`src/rtl/uart_frame_sched.sv`:
```
// uart_frame_sched: round-robin two-requester sampler that frames each 16-bit sample into bytes for a UART sender.
// Define UART_FRAME_CKSUM_EN to append a modulo-256 checksum byte (5-byte frames instead of 4).
module uart_frame_sched #(
    parameter logic [7:0] HEADER    = 8'hA5,
    parameter int         BUSY_WAIT = 16
) (
    input  logic        sys_clk,
    input  logic        sys_rst_n,
    input  logic        req0_valid,
    input  logic [15:0] req0_data,
    output logic        req0_ready,
    input  logic        req1_valid,
    input  logic [15:0] req1_data,
    output logic        req1_ready,
    output logic [7:0]  uart_data_w,
    output logic        uart_en_w,
    input  logic        uart_tx_flag,
    output logic        busy,
    output logic        tx_err
);
`ifdef UART_FRAME_CKSUM_EN
    localparam int NB = 5;
`else
    localparam int NB = 4;
`endif
    localparam int CW = $clog2(BUSY_WAIT + 2);

    typedef enum logic [2:0] {S_IDLE, S_ARB, S_LOAD, S_FIRE, S_WAIT_HI, S_WAIT_LO, S_NEXT} state_t;

    state_t          r_state, w_next;
    logic            r_last, r_ch;
    logic [15:0]     r_sample;
    logic [2:0]      r_idx;
    logic [CW-1:0]   r_cnt;
    logic            w_g0, w_g1, w_timeout, w_last_byte;
    logic [7:0]      w_byte;

    // Round-robin: on a tie the requester that was not granted last wins.
    assign w_g0        = (r_state == S_ARB) && req0_valid && (!req1_valid || r_last);
    assign w_g1        = (r_state == S_ARB) && req1_valid && !w_g0;
    assign w_timeout   = (r_state == S_WAIT_HI) && !uart_tx_flag && (r_cnt == CW'(BUSY_WAIT));
    assign w_last_byte = r_idx == 3'(NB - 1);

`ifdef UART_FRAME_CKSUM_EN
    logic [7:0] w_cksum;
    assign w_cksum = {7'b0, r_ch} + r_sample[15:8] + r_sample[7:0];
    assign w_byte  = r_idx == 3'd0 ? HEADER :
                     r_idx == 3'd1 ? {7'b0, r_ch} :
                     r_idx == 3'd2 ? r_sample[15:8] :
                     r_idx == 3'd3 ? r_sample[7:0] : w_cksum;
`else
    assign w_byte  = r_idx == 3'd0 ? HEADER :
                     r_idx == 3'd1 ? {7'b0, r_ch} :
                     r_idx == 3'd2 ? r_sample[15:8] : r_sample[7:0];
`endif

    always_ff @(posedge sys_clk or negedge sys_rst_n) begin
        if (!sys_rst_n)
            r_state <= S_IDLE;
        else
            r_state <= w_next;
    end

    always_comb begin
        w_next = r_state;
        case (r_state)
            S_IDLE:    w_next = (req0_valid || req1_valid) ? S_ARB : S_IDLE;
            S_ARB:     w_next = (w_g0 || w_g1) ? S_LOAD : S_IDLE;
            S_LOAD:    w_next = S_FIRE;
            S_FIRE:    w_next = S_WAIT_HI;
            S_WAIT_HI: w_next = uart_tx_flag ? S_WAIT_LO : w_timeout ? S_IDLE : S_WAIT_HI;
            S_WAIT_LO: w_next = uart_tx_flag ? S_WAIT_LO : S_NEXT;
            S_NEXT:    w_next = w_last_byte ? S_IDLE : S_LOAD;
            default:   w_next = S_IDLE;
        endcase
    end

    // Byte index only moves in NEXT, so the data bus holds from LOAD through WAIT_LO.
    always_comb begin
        busy        = (r_state != S_IDLE) && (r_state != S_ARB);
        uart_en_w   = r_state == S_FIRE;
        req0_ready  = w_g0;
        req1_ready  = w_g1;
        tx_err      = w_timeout;
        uart_data_w = busy ? w_byte : 8'h00;
    end

    always_ff @(posedge sys_clk or negedge sys_rst_n) begin
        if (!sys_rst_n) begin
            r_last   <= 1'b1;
            r_ch     <= 1'b0;
            r_sample <= 16'h0000;
            r_idx    <= 3'd0;
            r_cnt    <= '0;
        end else begin
            if (w_g0 || w_g1) begin
                r_sample <= w_g1 ? req1_data : req0_data;
                r_ch     <= w_g1;
                r_last   <= w_g1;
                r_idx    <= 3'd0;
            end else if (r_state == S_NEXT) begin
                r_idx    <= r_idx + 3'd1;
            end
            r_cnt <= (r_state == S_WAIT_HI) ? r_cnt + CW'(1) : '0;
        end
    end
endmodule
```
`config.mk`:
```
export PLATFORM = sky130hd
export DESIGN_NAME = uart_frame_sched
export DESIGN_NICKNAME = d
export VERILOG_FILES = /design/src/rtl/uart_frame_sched.sv
export SDC_FILE = /design/constraint.sdc
export NUM_CORES = 1
export LEC_CHECK = 0
export BUFFER_PORTS_ARGS = -buffer_cell sky130_fd_sc_hd__buf_2
export CORE_UTILIZATION = 30
export CTS_CLUSTER_SIZE = 30
export DETAILED_ROUTE_END_ITERATION = 8
export GPL_TIMING_DRIVEN = 0
export HOLD_SLACK_MARGIN = 0.02
export PLACE_DENSITY_LB_ADDON = 0.05
export SLEW_MARGIN = 20
export SYNTH_ARGS = -nofsm -noshare
export SYNTH_HDL_FRONTEND = slang
export SYNTH_SLANG_ARGS = --single-unit
```
`constraint.sdc`:
```
create_clock -name sys_clk -period 2.37 [get_ports sys_clk]
set_input_delay 0.3555 -clock sys_clk [delete_from_list [all_inputs] [get_ports sys_clk]]
set_output_delay 0.3555 -clock sys_clk [all_outputs]
set_load 0.005 [all_outputs]
```
; ---- After elaboration in Yosys (flattened, before gate mapping)
; Cells that the tools add are included.
[word_totals]
register_bits = 29
inputBits = 37
wordCells = 51
[op_classes]
n_addsub = 2
n_eq_ne = 11
muxes = 15
n_reduce_logical = 17
[op_table]
columns = op, n
row1 = $mux W8, 4
row2 = $pmux W3 S7, 1
row3 = $mux W16, 1
row4 = $eq A3 B2 Y1 const B, 4
row5 = $mux W3, 4
row6 = $eq A3 B3 Y1 const B, 3
row7 = $logic_and A1 B1 Y1, 7
row8 = $eq A3 B1 Y1 const B, 2
row9 = $logic_not A3 Y1, 2
row10 = $mux W2, 3
row11 = $add A5 B1 Y5 const B, 1
row12 = $eq A5 B5 Y1 const B, 1
row13 = $mux W5, 1
row14 = $add A3 B1 Y3 const B, 1
row15 = $logic_not A1 Y1, 3
row16 = $logic_or A1 B1 Y1, 3
row17 = $ne A3 B1 Y1 const B, 1
row18 = $reduce_bool A3 Y1, 1
row19 = $reduce_bool A2 Y1, 1
row20 = $mux W1, 1

; ---- Logic depth before layout (Yosys ltp)
[depth]
depth_word = 8
mapped_depth = 6

; ---- Worst setup path before layout
; No wires, ideal clock.
[synth_path]
path_type = register to output
from = register r_idx[0]
to = output port uart_data_w[1]
arrival_ns = 1.284
required_time_ns = 2.014
path_slack_ns = 0.731
path_stages_with_launch = 7
path_cell_list = dfrtp_1 inv_1 ha_1 nor2b_1 clkbuf_1 mux2i_1 nor2_1
[synth_between]
elab_chain_cells = 5
elab_cells_between_ends = 7
[synth_lines]
columns = element, line
row1 = from (decl), 33  ; logic [2:0] r_idx;
row2 = from (signal assigned), 102  ; r_idx <= r_idx + 3'd1;
row3 = $eq A3 B2 Y1, 54  ; r_idx == 3'd2 ? r_sample[15:8] : r_sample[7:0];
row4 = $mux W8, 54
row5 = $mux W8, 53  ; r_idx == 3'd1 ? {7'b0, r_ch} :
row6 = $mux W8 (*), 52  ; assign w_byte = r_idx == 3'd0 ? HEADER :
row7 = $mux W8 (*), 85  ; uart_data_w = busy ? w_byte : 8'h00;
row8 = to (decl), 15  ; output logic [7:0] uart_data_w,
; Every way passes the cells marked *; elsewhere a longest branch is shown, timed or not.

; ---- Worst setup path after layout
[layout_path]
from = register r_idx[0]
to = output port uart_data_w[3]
; Same word-level chain as after synthesis.

==> results_dict.tcl <==
set metrics [dict create \
    outcome "completed" \
    finalHoldViolations 0 \
    hp-class "in -> async" \
    layout_commonest_cell "buf_2" \
    slew_viol_final 0 \
    total_power_mw 2.39 \
    dieArea_mm2 0.00571 \
    crit_type "reg -> out" \
    diodes 0 \
    worstMarginPinSlew_ps 669 \
    fin_skew_ps 5.57 \
    root_buffer "clkbuf_8" \
    mappedNetlistNets 202 \
    max_slew_margin_pct 55.4 \
    die_w_um 75.6 \
    drt_iter0_drc 60 \
    fin_util_pct 39.8 \
    endpoint_kind "output pin" \
    htree_levels 2 \
    async_flop_share_pct 100 \
    ys_ff_latch 29 \
    grt_max_degree 30 \
    gp_congestion 0.770 \
    drc_errors 0 \
    area_growth_pct 26.8 \
    synth_warnings 0 \
    yosysUniqueCellTypes 38 \
    netlist_instances 158 \
    r2r_start "r_state[2]" \
    fin_area_mm2 0.00206 \
    setup_viol 0 \
    final.setup.tns_ps 0 \
    final_cell_mix "52 x buf_2, 28 x dfrtp_1, 17 x nor2_1, 17 x and3_1, 16 x a221o_1" \
    grt_pass1_vias 1338 \
    crit_start "r_idx[0]" \
    clock_path_buffers 2 \
    ant_nets 0 \
    clk_latency_ps 280 \
    leakage_nw 1.04 \
    num_io_pins 50 \
    core.rowCount 26 \
    vias 1383 \
    final_nets 258 \
    wirelength_um 4250 \
    critical_path.max_fanout 5 \
    cap_viol_max_count 0 \
    antenna_found_initial 0 \
    dieHeight_um 75.6 \
    port_buffers 49 \
    routedWlPerCell_um 14.9 \
    cp.arrival_ps 1840 \
    avgSynthCellArea_um2 10.3 \
    drive_gt1_share_pct 31.6 \
    cts_tree "done" \
    layout_min_cycle_time_ps 2200 \
    avgViaCountPerCell 4.85 \
    cts_resized 0 \
    core_mm2 0.00517 \
    ys.flop_type "dfrtp_1" \
    finalCritPeriodShare_pct 92.7 \
    max_freq_ghz 0.455 \
    postCtsHoldBufs 0 \
    rsz0062_at_grt "false" \
    cts-buffers-inserted 5 \
    grt_first_pass_wirelength_um 6790 \
    p_per_area_mw_per_mm2 1160 \
    synth_edf_count 0 \
    dr.pass1.iters 4 \
    cts_sinks 29 \
    clk_pin_slew_ps 70 \
    grt_remaining_overflow 0 \
    vdd_drop_max_mv 0.398 \
    worstSetupStartpointType "flop" \
    cp.required_ps 2010 \
    syn_area_mm2 0.00162 \
    seq_area_frac_synth_pct 44.8 \
    postCtsSetupRepairBufs 0 \
    dpl-instance-area_mm2 0.00196 \
    grt_usage_pct 16.5 \
    start_util_pct 31.4 \
    place_hpwl_um 3120 \
]
routing by layer:
| layer | global-route usage, % | wire length (um) | vias to the layer above |
|---|---|---|---|
| li1 | - | - | 692 |
| met1 | 22.9 | 2060 | 658 |
| met2 | 25.1 | 1990 | 31 |
| met3 | 5.42 | 174 | 2 |
| met4 | 3.70 | 18 | 0 |
| met5 | 0 | 0 | - |
worst paths after layout:
path | to | slack (ps) | cells past startpoint
min reg2reg | r_ch | 480 | 1
max in group asynchronous | r_state[2] | 1820 | 1
min in group sys_clk | r_sample[8] | 310 | 2
min | r_sample[8] | 110 | 1
max reg2reg | r_sample[10] | 750 | 5
max | uart_data_w[3] | 170 | 7
power breakdown:
part	internal, mW	switching, mW	leakage [nW]	total [mW]
clock	0.262	0.190	0.0542	0.452
combinational	0.532	0.555	0.619	1.09
sequential	0.699	0.154	0.370	0.853
final cells by class:
| cell class | count | area [um2] |
|---|---|---|
| Clock inverter | 1 | 5.00 |
| Inverter | 8 | 30.0 |
| Multi-Input combinational cell | 112 | 803 |
| Sequential cell | 29 | 727 |
| Clock buffer | 7 | 96.3 |
| Fill cell | 524 | 3110 |
| Timing Repair Buffer | 49 | 245 |
| Tap cell | 70 | 87.6 |
| Buffer | 9 | 65.1 |
cell families after synthesis:
| kind of cell | after synthesis | synth area share, % |
|---|---|---|
| fa+ha+maj | 7 | 5.39 |
| compound gates | 39 | 19.3 |
| simple gates | 57 | 19.6 |
| xor+xnor | 4 | 2.16 |
| buf+inv | 17 | 5.78 |
| flops | 29 | 44.8 |
| mux | 5 | 3.08 |
synthesized netlist by cell type, types with 3 or more instances:
cell | instances | share of area, %
mux2i_1 | 5 | 3.1
a221o_1 | 16 | 9.9
and3_1 | 17 | 6.5
nor2b_1 | 4 | 1.5
inv_1 | 8 | 1.8
dfrtp_1 | 28 | 43
a31oi_1 | 4 | 1.5
nand2_1 | 7 | 1.6
buf_2 | 3 | 0.92
nor2_1 | 17 | 3.9
ha_1 | 7 | 5.4
a21oi_1 | 6 | 1.8
clkbuf_1 | 3 | 0.69
nand2b_1 | 3 | 1.2
state kept, by name, summed over array words and instances, names as in the netlist:
register	flops
r_sample	16
r_state	3
r_cnt	5
r_last	1
r_idx	3
r_ch	1
critical path, cell delays in order (launching register included):
cell      delay [ps]
dfrtp_1          420
inv_1            100
ha_1             230
nor2b_1          170
clkbuf_2         220
mux2i_1          220
nor2_1            60
buf_2            150
through the flow:
stage / worst slack [ps] / hold slack, ps / instances
final: 174 / 109 / 285
after global routing: 46.1 / 158 / 285
after CTS: 19.8 / 139 / 285
after detailed placement: 335 / 443 / 277
after global placement: 388 / 435 / 277
after floorplan: 731 / 59.9 / 158
(Power assumes the default switching activity.)
